**src/rtl/universal_shift_register_if.sv**
```systemverilog
// Bundle of data/control signals for universal_shift_register.
// master drives en/mode/serial/parallel inputs; slave is the register side.
interface universal_shift_register_if #(
    parameter int WIDTH = 8
) ();
    localparam int CNT_W = $clog2(WIDTH + 1);

    logic             en;
    logic [1:0]       mode;
    logic             serial_in_r;
    logic             serial_in_l;
    logic [WIDTH-1:0] parallel_in;
    logic [WIDTH-1:0] parallel_out;
    logic             serial_out_r;
    logic             serial_out_l;
    logic [CNT_W-1:0] shift_cnt;
    logic             frame_done;

    modport master (
        output en, mode, serial_in_r, serial_in_l, parallel_in,
        input  parallel_out, serial_out_r, serial_out_l,
        input  shift_cnt, frame_done
    );

    modport slave (
        input  en, mode, serial_in_r, serial_in_l, parallel_in,
        output parallel_out, serial_out_r, serial_out_l,
        output shift_cnt, frame_done
    );
endinterface

```
**src/rtl/universal_shift_register.sv**
```systemverilog
// Universal shift register: hold / shift right / shift left / load,
// with a shift counter pulsing frame_done on every WIDTH-th shift.
// Ports: clk, reset_n (async active-low), bus (slave modport):
//   en, mode, serial_in_r/l, parallel_in -> parallel_out,
//   serial_out_r/l, shift_cnt, frame_done.
module universal_shift_register #(
    parameter int WIDTH = 8
) (
    input  logic clk,
    input  logic reset_n,
    universal_shift_register_if.slave bus
);
    localparam int CNT_W = $clog2(WIDTH + 1);

    logic [WIDTH-1:0] q_q, q_d;
    logic [CNT_W-1:0] cnt_q, cnt_d;
    logic             fd_q, fd_d;
    logic             shift;

    always_comb begin
        q_d   = q_q;
        cnt_d = cnt_q;
        fd_d  = 1'b0;
        shift = 1'b0;
        if (bus.en) begin
            unique case (bus.mode)
                2'b01: begin
                    q_d   = {bus.serial_in_r, q_q[WIDTH-1:1]};
                    shift = 1'b1;
                end
                2'b10: begin
                    q_d   = {q_q[WIDTH-2:0], bus.serial_in_l};
                    shift = 1'b1;
                end
                2'b11: begin
                    q_d   = bus.parallel_in;
                    cnt_d = '0;
                end
                default: ;
            endcase
        end
        // Both directions share one counter so mixed shifts accumulate.
        if (shift) begin
            if (cnt_q == CNT_W'(WIDTH - 1)) begin
                cnt_d = '0;
                fd_d  = 1'b1;
            end else begin
                cnt_d = cnt_q + CNT_W'(1);
            end
        end
    end

    always_ff @(posedge clk or negedge reset_n) begin
        if (!reset_n) begin
            q_q   <= '0;
            cnt_q <= '0;
            fd_q  <= 1'b0;
        end else begin
            q_q   <= q_d;
            cnt_q <= cnt_d;
            fd_q  <= fd_d;
        end
    end

    assign bus.parallel_out = q_q;
    assign bus.serial_out_r = q_q[0];
    assign bus.serial_out_l = q_q[WIDTH-1];
    assign bus.shift_cnt    = cnt_q;
    assign bus.frame_done   = fd_q;
endmodule
```
**src/flat_wrapper.sv**
```systemverilog
// flat-port wrapper written by rule: the top's interface ports become plain ports
module universal_shift_register_flat 
#(
    parameter int WIDTH = 8
)
  (clk, reset_n, bus_en, bus_mode, bus_serial_in_r, bus_serial_in_l, bus_parallel_in, bus_parallel_out, bus_serial_out_r, bus_serial_out_l, bus_shift_cnt, bus_frame_done);
  universal_shift_register_if #(.WIDTH(WIDTH)) bus_i ();
  input  logic clk;
  input  logic reset_n;
  input wire logic [$bits(bus_i.en)-1:0] bus_en;
  input wire logic [$bits(bus_i.mode)-1:0] bus_mode;
  input wire logic [$bits(bus_i.serial_in_r)-1:0] bus_serial_in_r;
  input wire logic [$bits(bus_i.serial_in_l)-1:0] bus_serial_in_l;
  input wire logic [$bits(bus_i.parallel_in)-1:0] bus_parallel_in;
  output wire logic [$bits(bus_i.parallel_out)-1:0] bus_parallel_out;
  output wire logic [$bits(bus_i.serial_out_r)-1:0] bus_serial_out_r;
  output wire logic [$bits(bus_i.serial_out_l)-1:0] bus_serial_out_l;
  output wire logic [$bits(bus_i.shift_cnt)-1:0] bus_shift_cnt;
  output wire logic [$bits(bus_i.frame_done)-1:0] bus_frame_done;
  assign bus_i.en = bus_en;
  assign bus_i.mode = bus_mode;
  assign bus_i.serial_in_r = bus_serial_in_r;
  assign bus_i.serial_in_l = bus_serial_in_l;
  assign bus_i.parallel_in = bus_parallel_in;
  assign bus_parallel_out = bus_i.parallel_out;
  assign bus_serial_out_r = bus_i.serial_out_r;
  assign bus_serial_out_l = bus_i.serial_out_l;
  assign bus_shift_cnt = bus_i.shift_cnt;
  assign bus_frame_done = bus_i.frame_done;
  universal_shift_register #(.WIDTH(WIDTH)) u_core (.clk(clk), .reset_n(reset_n), .bus(bus_i));
endmodule
```
**config.mk**
```make
export PLATFORM = sky130hd
export DESIGN_NAME = universal_shift_register_flat
export DESIGN_NICKNAME = d
export VERILOG_FILES = /design/src/rtl/universal_shift_register_if.sv /design/src/rtl/universal_shift_register.sv /design/src/flat_wrapper.sv
export SDC_FILE = /design/constraint.sdc
export NUM_CORES = 1
export LEC_CHECK = 0
export ABC_CLOCK_PERIOD_IN_PS = 4100
export CAP_MARGIN = 20
export CORE_MARGIN = 5
export CORE_UTILIZATION = 35
export DETAILED_ROUTE_END_ITERATION = 12
export GPL_ROUTABILITY_DRIVEN = 0
export PLACE_DENSITY = 0.68
export SLEW_MARGIN = 20
export SYNTH_ARGS = -nofsm -noshare
export SYNTH_HDL_FRONTEND = slang
export SYNTH_SLANG_ARGS = --single-unit
```
**constraint.sdc**
```tcl
create_clock -name clk -period 4.1 [get_ports clk]
set_clock_uncertainty 0.05 [all_clocks]
set_input_delay 1.23 -clock clk [delete_from_list [all_inputs] [get_ports clk]]
set_output_delay 1.23 -clock clk [all_outputs]
set_load 0.02 [all_outputs]
```
**Word-level counts from Yosys, hierarchy flattened**

Index checks and enable logic that the tools add are counted.

- Flip-flop bits (word level): 13
- Output and inout port bits: 15
- Logic and storage cells: 23

- $add $sub $neg: 1
- Equality and inequality tests: 4
- Mux-type cells: 9
- Reductions and logical operators: 6

Operator list:

| kind | count |
|---|---|
| case mux 8 bit (3 select lines) | 1 |
| 2-to-1 mux 4 bit | 4 |
| adder 4 x 1 -> 4 bit, second input constant | 1 |
| == test 2 bit, second input constant | 2 |
| == test 4 x 3 -> 1 bit, second input constant | 1 |
| 2-to-1 mux 1 bit | 4 |
| AND reduction 2 bit | 2 |
| nonzero test 2 bit | 2 |
| nonzero test 3 bit | 1 |
| == test 2 x 1 -> 1 bit, second input constant | 1 |
| OR reduction 2 bit | 1 |

**Depth between registers and ports, before layout**

- Word-level depth: 6
- Gate-level depth with buffers: 6
- Gate-level depth less buffers: 5

**Least setup slack after synthesis**

Ideal clock, no wire load.

- Kind: input-to-reg
- Start: input port bus_mode[0]
- End: register u_core.cnt_q[3], in the netlist u_core.bus.shift_cnt[3]
- Data arrival time: 2.204 ns
- Data required time: 3.981 ns
- Setup slack: 1.777 ns
- Stages: 5
- Cell sequence: inv_1 > ha_1 > nand2_2 > or4_1 > nand3_1

- Cells in the longest elaborated chain, start to end: 6

Ends and longest elaborated chain:

| what | line | RTL |
|---|---|---|
| from (decl) | flat_wrapper.sv:11 | `input wire logic [$bits(bus_i.mode)-1:0] bus_mode;` |
| == test 2 x 1 -> 1 bit or == test 2 bit (tied branches) | universal_shift_register.sv:26 | `unique case (bus.mode)` |
| OR reduction 2 bit (no source line) | n/a |  |
| 2-to-1 mux 1 bit | universal_shift_register.sv:26 |  |
| 2-to-1 mux 1 bit | universal_shift_register.sv:25 | `if (bus.en) begin` |
| nonzero test 2 bit (no source line) | n/a |  |
| AND reduction 2 bit (no source line) | n/a |  |
| to (signal assigned) | universal_shift_register.sv:60 | `cnt_q <= cnt_d;` |
| to (decl) | universal_shift_register.sv:16 | `logic [CNT_W-1:0] cnt_q, cnt_d;` |

Several ways; a longest one is shown, not always the timed one.
A chain may end at the register's enable or synchronous reset.

**Final worst setup path**

- Start: register u_core.cnt_q[3], in the netlist u_core.bus.shift_cnt[3]
- End: output port bus_shift_cnt[3]

RTL lines:

| what | line | RTL |
|---|---|---|
| to (decl) | flat_wrapper.sv:18 | `output wire logic [$bits(bus_i.shift_cnt)-1:0] bus_shift_cnt;` |

No word-level cell between the ends.

==> flow_summary.ini <==
[placement]
placed_area_um2 = 996
numPortBuffers = 29
place_inst = 126
place_ws_ns = 1.17
dp_hpwl_mm = 1.27

[setup_path]
slowest_delay_ns = 0.64
reg2reg_from = u_core.bus.shift_cnt[0]$_DFFE_PN0P_
r2r-end = u_core.bus.shift_cnt[3]$_DFFE_PN0P_
path_buf_inv = 1
path_class = reg2out
critical_path_depth = 1
cp.arrival_ns = 1.34
crit_chain = clkdlybuf4s50_1
worstSetupEndpointType = primary output
cp_max_fo = 6
r2r_cells = 3
startpoint_type = flip-flop
required_ns = 2.82
cp_top_family = buffers and inverters
rrSetupSlack_ns = 2.70
slowest_stage = clkdlybuf4s50_1

[sta]
setup_viol = 0
hold_violations = 0
rsz0062_at_grt = no
finalWorstSetupSlack_ns = 1.48
slew_violations = 0
slew_headroom = 0.608
max_freq_ghz = 0.381
period_minus_slack_ns = 2.62
fin_crit_sh = 0.639
setup-tns-final_ns = 0
tightest_slew_ns = 0.587

[synth]
synth-async-reset-ratio = 1.00
synth-edff-count = 0
synthTopCellsByArea = dfrtp_1 (46%), a22o_1 (11%), ha_1 (7.1%)
synth_warnings = 0
syn-num-nets = 94
ys_ff_latch = 13
synthCells = 75
synth_top_area_cell = dfrtp_1
synth_area_um2 = 701
seq_area_frac_synth = 0.464
synth_top_area_frac = 0.464
ys.flop_type = dfrtp_1
synth_common_cells = dfrtp_1 (13), nand2_1 (11), o21ai_0 (10)
avgSynthCellArea_um2 = 9.34
ys_types = 20
synth_most_common_cell = dfrtp_1

[floorplan]
ios = 30
initial_utilization = 0.361
core_um2 = 1940
rows = 16
die_area_um2 = 3000
die_x_um = 54.7
die_h_um = 54.7

[global_routing]
grt_pass1_vias = 623
grt_max_degree = 17
grt_pass1_wl_mm = 2.76
grt_overflow = 0
antenna_found_initial = 0
grt_usage = 0.129

[power_and_ir_drop]
leakage_nw = 0.436
p_per_area_nw_per_um2 = 475
vdd_ir_drop_max_uv = 289

[drt]
top_layer_used = met3
drt-initial-drc-count = 6
drc_errors = 0
num_vias = 653
dr_wl_met2_um = 776
routed_wl_mm = 1.68
ant_nets = 0
met3_length_um = 164
drtPass1Iterations = 4
m1WireLength_um = 734
via_per_inst = 5.02
avgRoutedWirePerCell_um = 12.9

[clocking]
htreeDepth = 1
numCtsBuffers = 3
cts_buffer_depth = 2
tritoncts = yes
clkLatencyLatePin_ns = 0.27
root_buffer = clkbuf_4
clock-sinks = 13
cts_setup_buffers = 0
ctsResizeCount = 0
cts.clk_slew.worst_paths_ns = 0.08
cts_hold_buf = 0

[layout]
fillCellCount = 201
drive_gt1_frac = 0.0485
finalNetCount = 123
area_delta_synth_final_pct = 45.9
diodes = 0
final_area_um2 = 1020
fin_cells = 130

[min_path]
holdPathEnd = u_core.bus.parallel_out[0]$_DFFE_PN0P_
hp-class = reg2reg
holdPathStages = 2
hp-start = u_core.bus.parallel_out[0]$_DFFE_PN0P_

[flow_run]
drv_cap = 0

[run_status]
status = complete, no violations
[through the flow]
stage / utilization / total power, mW / hold WS [ns]
floorplan: - / 0.308 / 0.567
global placement: 0.513 / 0.410 / 0.466
detailed placement: 0.513 / 0.411 / 0.469
CTS: 0.526 / 0.493 / 0.488
global route: 0.526 / 0.522 / 0.520
finish: 0.526 / 0.486 / 0.482
[worst min-delay path, stage by stage (launching register included)]
cell and delay, ns:
dfrtp_1 0.38, nand2_1 0.06, o21ai_0 0.06
[power by group]
| group | total, mW | switching (mW) | internal (mW) |
|---|---|---|---|
| combinational | 0.207 | 0.100 | 0.107 |
| clock | 0.0790 | 0.0414 | 0.0376 |
| sequential | 0.200 | 0.0392 | 0.161 |
| total | 0.486 | 0.181 | 0.305 |
[area by class of cell]
type	count	area (um2)	share of cell area
clock buffers	4	26.3	0.0257
inverters	3	11.3	0.0110
multi-input cells	54	335	0.328
flip-flops and latches	13	325	0.318
well taps	27	33.8	0.0330
repair buffers	29	290	0.284
[worst max-delay path by stage]
stage                                                to                                start  slack (ns)
floorplan           u_core.bus.shift_cnt[3]$_DFFE_PN0P_                          bus_mode[0]        1.78
global route        u_core.bus.shift_cnt[0]$_DFFE_PN0P_                          bus_mode[1]        1.39
CTS                                    bus_shift_cnt[3]  u_core.bus.shift_cnt[3]$_DFFE_PN0P_        1.46
detailed placement  u_core.bus.shift_cnt[3]$_DFFE_PN0P_                          bus_mode[1]        1.17
global placement    u_core.bus.shift_cnt[3]$_DFFE_PN0P_                          bus_mode[1]        1.22
finish                                 bus_shift_cnt[3]  u_core.bus.shift_cnt[3]$_DFFE_PN0P_        1.48
[metal layers]
| metal | vias up | track usage |
|---|---|---|
| met5 | - | 0 |
| met4 | 0 | 0.0622 |
| met3 | 0 | 0.0436 |
| met2 | 20 | 0.205 |
| met1 | 304 | 0.154 |
| li1 | 329 | - |
[layout by cell type (no fill, tap or decap)]
cell / Yosys / layout
o31ai_1: 1 / 1
a22o_1: 9 / 9
o21ai_0: 10 / 10
nand2b_1: 1 / 1
clkbuf_4: 0 / 3
nand2_1: 11 / 11
a21oi_1: 8 / 8
nand3_1: 3 / 3
clkdlybuf4s50_1: 0 / 29
a32o_1: 1 / 1
nor2_2: 1 / 1
or4_1: 1 / 1
inv_1: 3 / 3
dfrtp_1: 13 / 13
nor2_1: 1 / 1
ha_1: 4 / 4
nand3b_1: 1 / 1
clkbuf_1: 1 / 1
nor3_1: 1 / 1
nand2_2: 1 / 1
[flip-flops by register name, summed over array words and instances (netlist names)]
name                     cells
u_core.bus.frame_done        1
u_core.bus.parallel_out      8
u_core.bus.shift_cnt         4
[cell families after synthesis]
logic type,synth area share
and+or+nand+nor,0.141
buffers and inverters,0.0571
AOI/OAI and AO/OA,0.266
adders and majority gates,0.0714
DFF,0.464
No activity file was read; power rests on OpenSTA's default activity.
